`src/rtl/sha_block_sequencer.sv`:
```
// SHA-256 control sequencer: hash/message fetch, 64 rounds per block, fold, hash write-back.
// Optional `abort` input is present when SEQ_ABORT_EN is defined.
module sha_block_sequencer #(
  parameter int ADDR_W   = 8,
  parameter int READ_LAT = 2,
  parameter int H_BASE   = 0,
  parameter int MSG_BASE = 8,
  parameter int OUT_BASE = 200
) (
  input  logic              clock,
  input  logic              reset,
`ifdef SEQ_ABORT_EN
  input  logic              abort,
`endif
  input  logic              start,
  input  logic [5:0]        num_blocks,
  output logic              mem_read_en,
  output logic [ADDR_W-1:0] mem_read_addr,
  output logic              mem_write_en,
  output logic [ADDR_W-1:0] mem_write_addr,
  output logic              hash_load_en,
  output logic [2:0]        hash_load_idx,
  output logic              msg_load_en,
  output logic [3:0]        msg_load_idx,
  output logic              round_en,
  output logic [5:0]        round_idx,
  output logic              hash_update_en,
  output logic [2:0]        out_word_sel,
  output logic              busy,
  output logic              done
);

  typedef enum logic [2:0] {
    S_IDLE, S_LOAD_H, S_LOAD_M, S_DRAIN, S_ROUNDS, S_UPDATE, S_WRITE, S_DONE
  } state_t;

  localparam logic [6:0] DRAIN_LAST = 7'(READ_LAT - 1);

  logic abort_w;
`ifdef SEQ_ABORT_EN
  assign abort_w = abort;
`else
  assign abort_w = 1'b0;
`endif

  state_t              state_q, state_d;
  logic [6:0]          cnt_q, cnt_d;
  logic [5:0]          blk_q, blk_d;
  logic [5:0]          nblk_q, nblk_d;
  logic                mem_read_en_q, mem_read_en_d;
  logic [ADDR_W-1:0]   mem_read_addr_q, mem_read_addr_d;
  logic                rd_kind_q, rd_kind_d;
  logic [3:0]          rd_idx_q, rd_idx_d;
  logic                mem_write_en_q, mem_write_en_d;
  logic [ADDR_W-1:0]   mem_write_addr_q, mem_write_addr_d;
  logic                round_en_q, round_en_d;
  logic [5:0]          round_idx_q, round_idx_d;
  logic                hash_update_en_q, hash_update_en_d;
  logic [2:0]          out_word_sel_q, out_word_sel_d;
  logic                busy_q, busy_d;
  logic                done_q, done_d;
  logic [READ_LAT-1:0]      pv_q, pv_d;
  logic [READ_LAT-1:0]      pk_q, pk_d;
  logic [READ_LAT-1:0][3:0] pi_q, pi_d;
  logic [31:0]         h_addr, m_addr, w_addr;

  // Next state and counters
  always_comb begin
    state_d = state_q;
    cnt_d   = cnt_q;
    blk_d   = blk_q;
    nblk_d  = nblk_q;
    case (state_q)
      S_IDLE: begin
        if (start) begin
          nblk_d  = num_blocks;
          blk_d   = 6'd0;
          cnt_d   = 7'd0;
          state_d = (num_blocks != 6'd0) ? S_LOAD_H : S_DONE;
        end
      end
      S_LOAD_H: begin
        if (cnt_q == 7'd7) begin
          state_d = S_LOAD_M;
          cnt_d   = 7'd0;
        end else begin
          cnt_d = cnt_q + 7'd1;
        end
      end
      S_LOAD_M: begin
        if (cnt_q == 7'd15) begin
          state_d = S_DRAIN;
          cnt_d   = 7'd0;
        end else begin
          cnt_d = cnt_q + 7'd1;
        end
      end
      S_DRAIN: begin
        if (cnt_q == DRAIN_LAST) begin
          state_d = S_ROUNDS;
          cnt_d   = 7'd0;
        end else begin
          cnt_d = cnt_q + 7'd1;
        end
      end
      S_ROUNDS: begin
        if (cnt_q == 7'd63) begin
          state_d = S_UPDATE;
          cnt_d   = 7'd0;
        end else begin
          cnt_d = cnt_q + 7'd1;
        end
      end
      S_UPDATE: begin
        blk_d   = blk_q + 6'd1;
        cnt_d   = 7'd0;
        state_d = ((blk_q + 6'd1) < nblk_q) ? S_LOAD_M : S_WRITE;
      end
      S_WRITE: begin
        if (cnt_q == 7'd7) begin
          state_d = S_DONE;
          cnt_d   = 7'd0;
        end else begin
          cnt_d = cnt_q + 7'd1;
        end
      end
      S_DONE:  state_d = S_IDLE;
      default: state_d = S_IDLE;
    endcase
    if (abort_w && (state_q != S_IDLE)) begin
      state_d = S_IDLE;
      cnt_d   = 7'd0;
    end
  end

  // Output decode from the next state so every output leaves a flop
  always_comb begin
    h_addr = 32'(H_BASE) + {25'd0, cnt_d};
    m_addr = 32'(MSG_BASE) + {22'd0, blk_d, 4'd0} + {25'd0, cnt_d};
    w_addr = 32'(OUT_BASE) + {25'd0, cnt_d};

    mem_read_en_d    = (state_d == S_LOAD_H) || (state_d == S_LOAD_M);
    rd_kind_d        = (state_d == S_LOAD_M);
    rd_idx_d         = mem_read_en_d ? cnt_d[3:0] : 4'd0;
    mem_read_addr_d  = '0;
    if (state_d == S_LOAD_H) mem_read_addr_d = h_addr[ADDR_W-1:0];
    if (state_d == S_LOAD_M) mem_read_addr_d = m_addr[ADDR_W-1:0];
    mem_write_en_d   = (state_d == S_WRITE);
    mem_write_addr_d = mem_write_en_d ? w_addr[ADDR_W-1:0] : '0;
    out_word_sel_d   = mem_write_en_d ? cnt_d[2:0] : 3'd0;
    round_en_d       = (state_d == S_ROUNDS);
    round_idx_d      = round_en_d ? cnt_d[5:0] : 6'd0;
    hash_update_en_d = (state_d == S_UPDATE);
    busy_d           = (state_d != S_IDLE);
    done_d           = (state_d == S_DONE);
  end

  // Read-return delay line: one (valid, kind, idx) slot per cycle of latency
  always_comb begin
    pv_d = pv_q;
    pk_d = pk_q;
    pi_d = pi_q;
    for (int i = READ_LAT - 1; i > 0; i--) begin
      pv_d[i] = pv_q[i-1];
      pk_d[i] = pk_q[i-1];
      pi_d[i] = pi_q[i-1];
    end
    pv_d[0] = mem_read_en_q;
    pk_d[0] = rd_kind_q;
    pi_d[0] = rd_idx_q;
    if (abort_w && (state_q != S_IDLE)) begin
      pv_d = '0;
      pk_d = '0;
      pi_d = '0;
    end
  end

  always_ff @(posedge clock) begin
    if (reset) begin
      state_q          <= S_IDLE;
      cnt_q            <= 7'd0;
      blk_q            <= 6'd0;
      nblk_q           <= 6'd0;
      mem_read_en_q    <= 1'b0;
      mem_read_addr_q  <= '0;
      rd_kind_q        <= 1'b0;
      rd_idx_q         <= 4'd0;
      mem_write_en_q   <= 1'b0;
      mem_write_addr_q <= '0;
      round_en_q       <= 1'b0;
      round_idx_q      <= 6'd0;
      hash_update_en_q <= 1'b0;
      out_word_sel_q   <= 3'd0;
      busy_q           <= 1'b0;
      done_q           <= 1'b0;
      pv_q             <= '0;
      pk_q             <= '0;
      pi_q             <= '0;
    end else begin
      state_q          <= state_d;
      cnt_q            <= cnt_d;
      blk_q            <= blk_d;
      nblk_q           <= nblk_d;
      mem_read_en_q    <= mem_read_en_d;
      mem_read_addr_q  <= mem_read_addr_d;
      rd_kind_q        <= rd_kind_d;
      rd_idx_q         <= rd_idx_d;
      mem_write_en_q   <= mem_write_en_d;
      mem_write_addr_q <= mem_write_addr_d;
      round_en_q       <= round_en_d;
      round_idx_q      <= round_idx_d;
      hash_update_en_q <= hash_update_en_d;
      out_word_sel_q   <= out_word_sel_d;
      busy_q           <= busy_d;
      done_q           <= done_d;
      pv_q             <= pv_d;
      pk_q             <= pk_d;
      pi_q             <= pi_d;
    end
  end

  assign mem_read_en    = mem_read_en_q;
  assign mem_read_addr  = mem_read_addr_q;
  assign mem_write_en   = mem_write_en_q;
  assign mem_write_addr = mem_write_addr_q;
  assign hash_load_en   = pv_q[READ_LAT-1] & ~pk_q[READ_LAT-1];
  assign hash_load_idx  = hash_load_en ? pi_q[READ_LAT-1][2:0] : 3'd0;
  assign msg_load_en    = pv_q[READ_LAT-1] & pk_q[READ_LAT-1];
  assign msg_load_idx   = msg_load_en ? pi_q[READ_LAT-1] : 4'd0;
  assign round_en       = round_en_q;
  assign round_idx      = round_idx_q;
  assign hash_update_en = hash_update_en_q;
  assign out_word_sel   = out_word_sel_q;
  assign busy           = busy_q;
  assign done           = done_q;

endmodule

```
`config.mk`:
```
export PLATFORM = sky130hd
export DESIGN_NAME = sha_block_sequencer
export DESIGN_NICKNAME = d
export VERILOG_FILES = /design/src/rtl/sha_block_sequencer.sv
export SDC_FILE = /design/constraint.sdc
export NUM_CORES = 1
export LEC_CHECK = 0
export BUFFER_PORTS_ARGS = -buffer_cell sky130_fd_sc_hd__buf_2
export CAP_MARGIN = 0
export CORE_MARGIN = 5
export CORE_UTILIZATION = 60
export DETAILED_ROUTE_END_ITERATION = 6
export HOLD_SLACK_MARGIN = 0.1
export PLACE_DENSITY = 0.95
export REMOVE_ABC_BUFFERS = 1
export SETUP_SLACK_MARGIN = 0.1
export SLEW_MARGIN = 5
export SYNTH_ARGS = -nofsm -noshare
export SYNTH_HDL_FRONTEND = slang
export SYNTH_SLANG_ARGS = --single-unit
```
`constraint.sdc`:
```
create_clock -name clock -period 5.2 [get_ports clock]
set_input_delay 0.26 -clock clock [delete_from_list [all_inputs] [get_ports clock]]
set_output_delay 0.26 -clock clock [all_outputs]
set_load 0.005 [all_outputs]
```
==> metrics.txt, run 1 <==
kind of capture point of the worst setup path=flip-flop; area of the mapped netlist=2983 µm²; syn avg cell area=around 9.0 µm²; detailed placement HPWL=~4.7 mm; area delta synth->final=14.60%; antenna diode instance count=0; power density cells=between 300 and 400 nW/µm²; final number of hold-violating endpoints=0; number of setup buffers added after CTS=0; Fillers=about 340; First-pass DRT Iterations=5; transition time at the pin with the least slew margin=713.4 ps; share of Yosys cell area claimed by the top area cell type=44.97%; Final Routed Wirelength=6.699 mm; vias after detailed routing=around 2500; number of nets in the final layout=approximately 400; Inserted Clock Buffers=9; CORE AREA=4786 µm²; worst hold slack across all endpoints=174.8 ps; count of synthesis-stage warnings from yosys=0; worst-skew pair later-pin latency=350 ps; DRC violation count after routing=0; TritonCTS clock tree=done; path type of the worst min-delay path=in2reg; post-route non-filler standard cell count=449; Sum Neg Setup Slack=0 ps; count of unique library cells instantiated by Yosys=between 50 and 60; area of the die=6482 µm²; initial core utilization=62.33%; leftover overflow at the end of global routing=0; relative slew slack=52.07%; maximum count of clock buffers along a single path=2; number of cells on the worst reg-to-reg path=13; register area share after synthesis=between 40% and 50%; worst path required time=5440 ps; Die Height=approximately 81 µm; post-CTS resize count=0; FMAX=0.2851 GHz; count of state elements after synthesis=67; number of DRC markers in iteration 0=171; post-DR wirelength/cell=14.92 µm; number of max-capacitance violations reported=0; Post-DRT Antenna Nets=0; Critical Path AT=3750 ps; Post-Synthesis Cells=between 300 and 400; number of hold buffers added after CTS=0; DR vias/cell=5.595; leakage power summed over all cells=0.001530 µW; number of global-route vias before repair=2437; top post-synthesis cells by area=dfxtp_1 45%, nor2_1 6.3%, ha_1 5.0%; area of the multi-input gates=1483 µm²; number of sinks driven by the clock tree=67; DIE WIDTH=~81 µm; unrepaired setup endpoints after global routing=no; total power consumption of the routed design=between 1000 and 1500 µW; clock tree skew after final layout=about 12 ps; first-pass GRT wire length=10.98 mm; FP Rows=25; pin count of the biggest net entering global routing=39; number of antenna violations at the first check in global routing=0; startpoint kind of the worst setup timing path=flip-flop; classification of the worst setup path=reg2reg; routability-driven placement congestion ratio=0.9073; I/O pin count=49; total count of max-transition violations in the final report=0; total area of sequential cells=1341 µm²; maximum resistive drop on vdd=0.2191 mV; most used flip-flop cell after synthesis=dfxtp_1; largest fanout on the critical path=7; number of H-tree levels=3; GRT Total Usage=approximately 22%; number of enable-type register cells in the synthesized netlist=0; final setup violation count=0; Clock Tree Root=clkbuf_8; share of flip-flops with an asynchronous set or reset after synthesis=0%; clock slew at the register clock pins of the worst setup and hold paths=80 ps; clock period minus final worst setup slack=3508 ps; status=finished clean; total instance count after detailed placement=roughly 430; cell taking the most area after synthesis=dfxtp_1; final worst-path cycle share=67.46%; share of post-route cells with drive strength above 1=a little under a quarter; port buffer count=48; Hold Crit Depth=3
[layer usage]
metal	part of all wire (%)	global-route usage [%]	up-vias
met3	5.8	5.605	18
li1	-	-	1222
met4	1.9	10.81	0
met1	41	24.34	1183
met2	51	39.32	89
met5	0	0	-
[critical path: stages (launching register included)]
cell	delay [ps]
dfxtp_1	420
ha_1	240
nand3_1	210
nor3_1	650
o21ai_1	290
nor2_1	230
o21ai_1	120
a21oi_2	210
inv_2	90
ha_1	340
nor2_1	60
a311oi_1	290
xnor2_1	170
o22ai_1	90
[cells in the mapped netlist (all sizes together), types with 2 or more instances]
cell and instances:
dfxtp 67, nor2 50, nand2 28, inv 19, o21ai 17, nor2b 16
a21oi 13, ha 12, nand3 12, buf 10, and2 9, nor3 7
o21a 7, xnor2 5, and3 4, clkbuf 4, nand2b 4, o22ai 4
or3 4, a21o 3, a22oi 3, a31oi 3, o311ai 3, o31ai 3
xor2 3, a21boi 2, a311oi 2, nor3b 2, o211ai 2, or4 2
[where the power goes]
group	internal [µW]	leakage [µW]	total, µW	switching (µW)
clock network	225	0.000104	437	213
logic	24.2	0.000883	69.3	45.1
registers	523	0.000543	531	7.83
[layout by cell type, fill, tap and decap left out, types with 5 or more instances in the layout]
cell type | synthesis | routed
dfxtp_1 | 67 | 67
nand2_1 | 28 | 28
nor2_1 | 50 | 50
nor2b_1 | 16 | 16
o21ai_0 | 9 | 9
o21ai_1 | 7 | 7
and2_1 | 8 | 8
buf_2 | 4 | 48
inv_2 | 5 | 5
nor3_1 | 6 | 6
xnor2_1 | 5 | 5
nand3_1 | 10 | 10
inv_1 | 14 | 14
ha_1 | 12 | 12
clkbuf_8 | 0 | 9
o21a_1 | 7 | 7
a21oi_1 | 12 | 12
[cells by family after synthesis]
| family | after synthesis | synth area share [%] |
|---|---|---|
| and+or+nand+nor | 143 | 24.08 |
| AOI/OAI and AO/OA | 67 | 17.20 |
| adders and majority gates | 13 | 5.705 |
| xor gates and xnor gates | 8 | 2.349 |
| DFF | 67 | 44.97 |
| muxes | 1 | 0.3775 |
| buffers and inverters | 33 | 5.327 |
[sequential cells by signal, indices dropped and copies added, names as in the netlist, 2 cells and up]
name	cells
blk_q	6
cnt_q	7
mem_read_addr	8
mem_write_addr	8
nblk_q	6
pi_d	4
pi_q	4
pk_q	2
pv_q	2
rd_idx_q	4
round_idx	6
state_q	3
[final cells by class]
| cell class | count | share of cell area [%] |
|---|---|---|
| timing repair buffer | 48 | 7.028 |
| inverter | 19 | 2.086 |
| clock buffer | 9 | 3.624 |
| sequential | 67 | 39.24 |
| clock inverter | 7 | 2.196 |
| tap | 67 | 2.452 |
| multi-input combinational | 232 | 43.37 |
[path summary, 6_finish.rpt]
path,from,end,slack [ps]
hold / removal,num_blocks[0],nblk_q[0],170
hold reg to reg,pi_d[4],pi_q[4],440
setup / recovery,cnt_q[0],mem_read_addr[6],1690
setup reg to reg,cnt_q[0],mem_read_addr[6],1690
[through the flow]
step           instance area, µm²  utilization (%)  setup slack [ps]
6_report                     3418            71.42              1692
5_1_grt                      3418            71.42              1552
4_1_cts                      3418            71.42              1810
3_5_place_dp                 3219            67.27              1821
3_3_place_gp                 3219            67.27              2071
2_1_floorplan                2895                -              2329
Power figures use the tool's default switching activity.
==> run 2, diff against run 1 <==
Settings changed: CORE_UTILIZATION 60 to 50, PLACE_DENSITY 0.95 to 0.86.
Clock period 5.2 ns to 2.9 ns, I/O delays scaled along.
==> run 2 against run 1 <==
Die area up 17%. Clock-buffer cell count unchanged. Worst hold slack better by 150 ps. Final area up 11%. Critical path type unchanged. Critical endpoint unchanged. Largest cell class unchanged. Highest routed layer unchanged.
==> metrics.txt, run 2 (synthesis results as in run 1) <==
First-pass DRT Iterations=5; routability-driven placement congestion ratio=around 0.88; number of global-route vias before repair=about 2500; clock period minus final worst setup slack=~2800 ps; unrepaired setup endpoints after global routing=yes; relative slew slack=51.39%; area of the die=approximately 7600 µm²; total count of max-transition violations in the final report=0; detailed placement HPWL=a little over 5 mm; commonest non-fill, non-tap cell in the layout=dfxtp_1; worst setup path endpoint=mem_read_addr[6]; sw power=504.5 µW; maximum resistive drop on vdd=0.3724 mV; Sum Neg Setup Slack=0 ps; final setup violation count=0; Post-DRT Antenna Nets=0; Clock Tree Root=clkbuf_8; Final Routed Wirelength=7.464 mm; number of sinks driven by the clock tree=67; port buffer count=48; I/O pin count=49; Fillers=between 400 and 500; final worst-path setup slack=68.01 ps; FMAX=around 0.35 GHz; maximum count of clock buffers along a single path=2; pin count of the biggest net entering global routing=34; Critical Path AT=3070 ps; antenna diode instance count=0; DR vias/cell=5.466; worst-skew pair later-pin latency=around 360 ps; first-pass GRT wire length=roughly 12 mm; post-DR wirelength/cell=15.39 µm; transition time at the pin with the least slew margin=722.9 ps; sequential cell fraction of total power=49.9%; Int Power=between 1000 and 1500 µW; final number of hold-violating endpoints=0; vias after detailed routing=2651; clock group share of total power=a little over two fifths; Inserted Clock Buffers=9; number of antenna violations at the first check in global routing=0; flop2flop setup slack=70 ps; reg2reg start=cnt_q[6]; DIE WIDTH=roughly 87 µm; number of H-tree levels=3; Sw Ratio=26.39%; worst path required time=3140 ps; share of post-route cells with drive strength above 1=32.93%; area of the multi-input gates=1584 µm²; number of nets in the final layout=427; Die Height=roughly 87 µm; area delta synth->final=26.64%; GRT Total Usage=approximately a fifth; number of max-capacitance violations reported=0; TritonCTS clock tree=done; share of power burned in combinational logic=7.8%; number of cells on the worst reg-to-reg path=12; clock tree skew after final layout=12.96 ps; leftover overflow at the end of global routing=0; status=finished clean; power density cells=506.1 nW/µm²; kind of capture point of the worst setup path=flip-flop; DRC violation count after routing=0; startpoint of the worst setup timing path=cnt_q[6]; final worst-path cycle share=97.65%; number of DRC markers in iteration 0=between 200 and 250; pre-CTS WS=-87.91 ps; largest fanout on the critical path=4; leakage power summed over all cells=0.001669 µW; initial core utilization=just over 50%; path type of the worst min-delay path=in2reg; FP Rows=28; worst r2r dst=mem_read_addr[6]; clock slew at the register clock pins of the worst setup and hold paths=90 ps; CORE AREA=5851 µm²; leading cell types in the layout, fill and taps excluded=58 x dfxtp_1, 49 x nor2_1, 48 x buf_2; total area of sequential cells=between 1000 and 1500 µm²; classification of the worst setup path=reg2reg; startpoint kind of the worst setup timing path=flip-flop
run 2: power by group through the flow:
stage	clock network (µW)	logic, µW	registers, µW
3_5_place_dp	0	129	974
5_1_grt	868	165	956
3_3_place_gp	0	124	973
2_1_floorplan	0	81.7	971
4_1_cts	819	142	954
6_report	809	149	954
run 2: repair_timing:
action,4_1_cts,5_1_grt
gates resized for setup,10,23
hold buffers,7,0
setup buffers,1,8
endpoints found under the hold margin,9,0
endpoints found under the setup margin,3,10
pin swaps,1,12
run 2: routing by layer:
layer | vias to the layer above | global-route usage [%] | part of all wire [%]
li1 | 1279 | - | -
met1 | 1240 | 23.46 | 41
met2 | 104 | 32.33 | 50
met3 | 28 | 5.393 | 5.5
met4 | 0 | 10.32 | 3.4
met5 | - | 0 | 0
run 2: area by class of cell:
class / instances / area share [%]
clock inverters: 7 / 2.153
flip-flops and latches: 67 / 35.87
inverters: 19 / 1.888
clock buffers: 9 / 3.279
well taps: 75 / 2.484
multi-input cells: 232 / 41.93
repair buffers: 76 / 12.39
run 2: worst min-delay path by stage:
stage	start	end	slack, ps	depth (start not counted)
after floorplan	reset	mem_read_addr[3]	210	1
after global placement	num_blocks[4]	nblk_q[4]	400	3
after detailed placement	num_blocks[4]	nblk_q[4]	410	3
after CTS	start	busy	310	4
after global routing	start	busy	340	4
final	start	busy	320	4
run 2: through the flow:
step                      std cells  hold slack (ps)  area, µm²  total power, µW  util [%]
after global placement          453            401.2       3319             1097     56.74
after detailed placement        453            407.2       3319             1103     56.74
after floorplan                 318            214.1       2895             1053         -
final                           485            321.0       3777             1912     64.56
after CTS                       477            308.5       3646             1915     62.32
after global routing            485            336.9       3777             1989     64.56
run 2: worst max-delay path, cell delays in order, from the launching register on:
cell and delay, ps:
dfxtp_4 360, or4_4 590, nor3_4 260, o21ai_2 130, nor2_2 180, o21ai_1 100, a21oi_2 150, inv_2 80
ha_4 280, nor2_1 50, a311oi_1 290, xnor2_1 160, o22ai_1 90
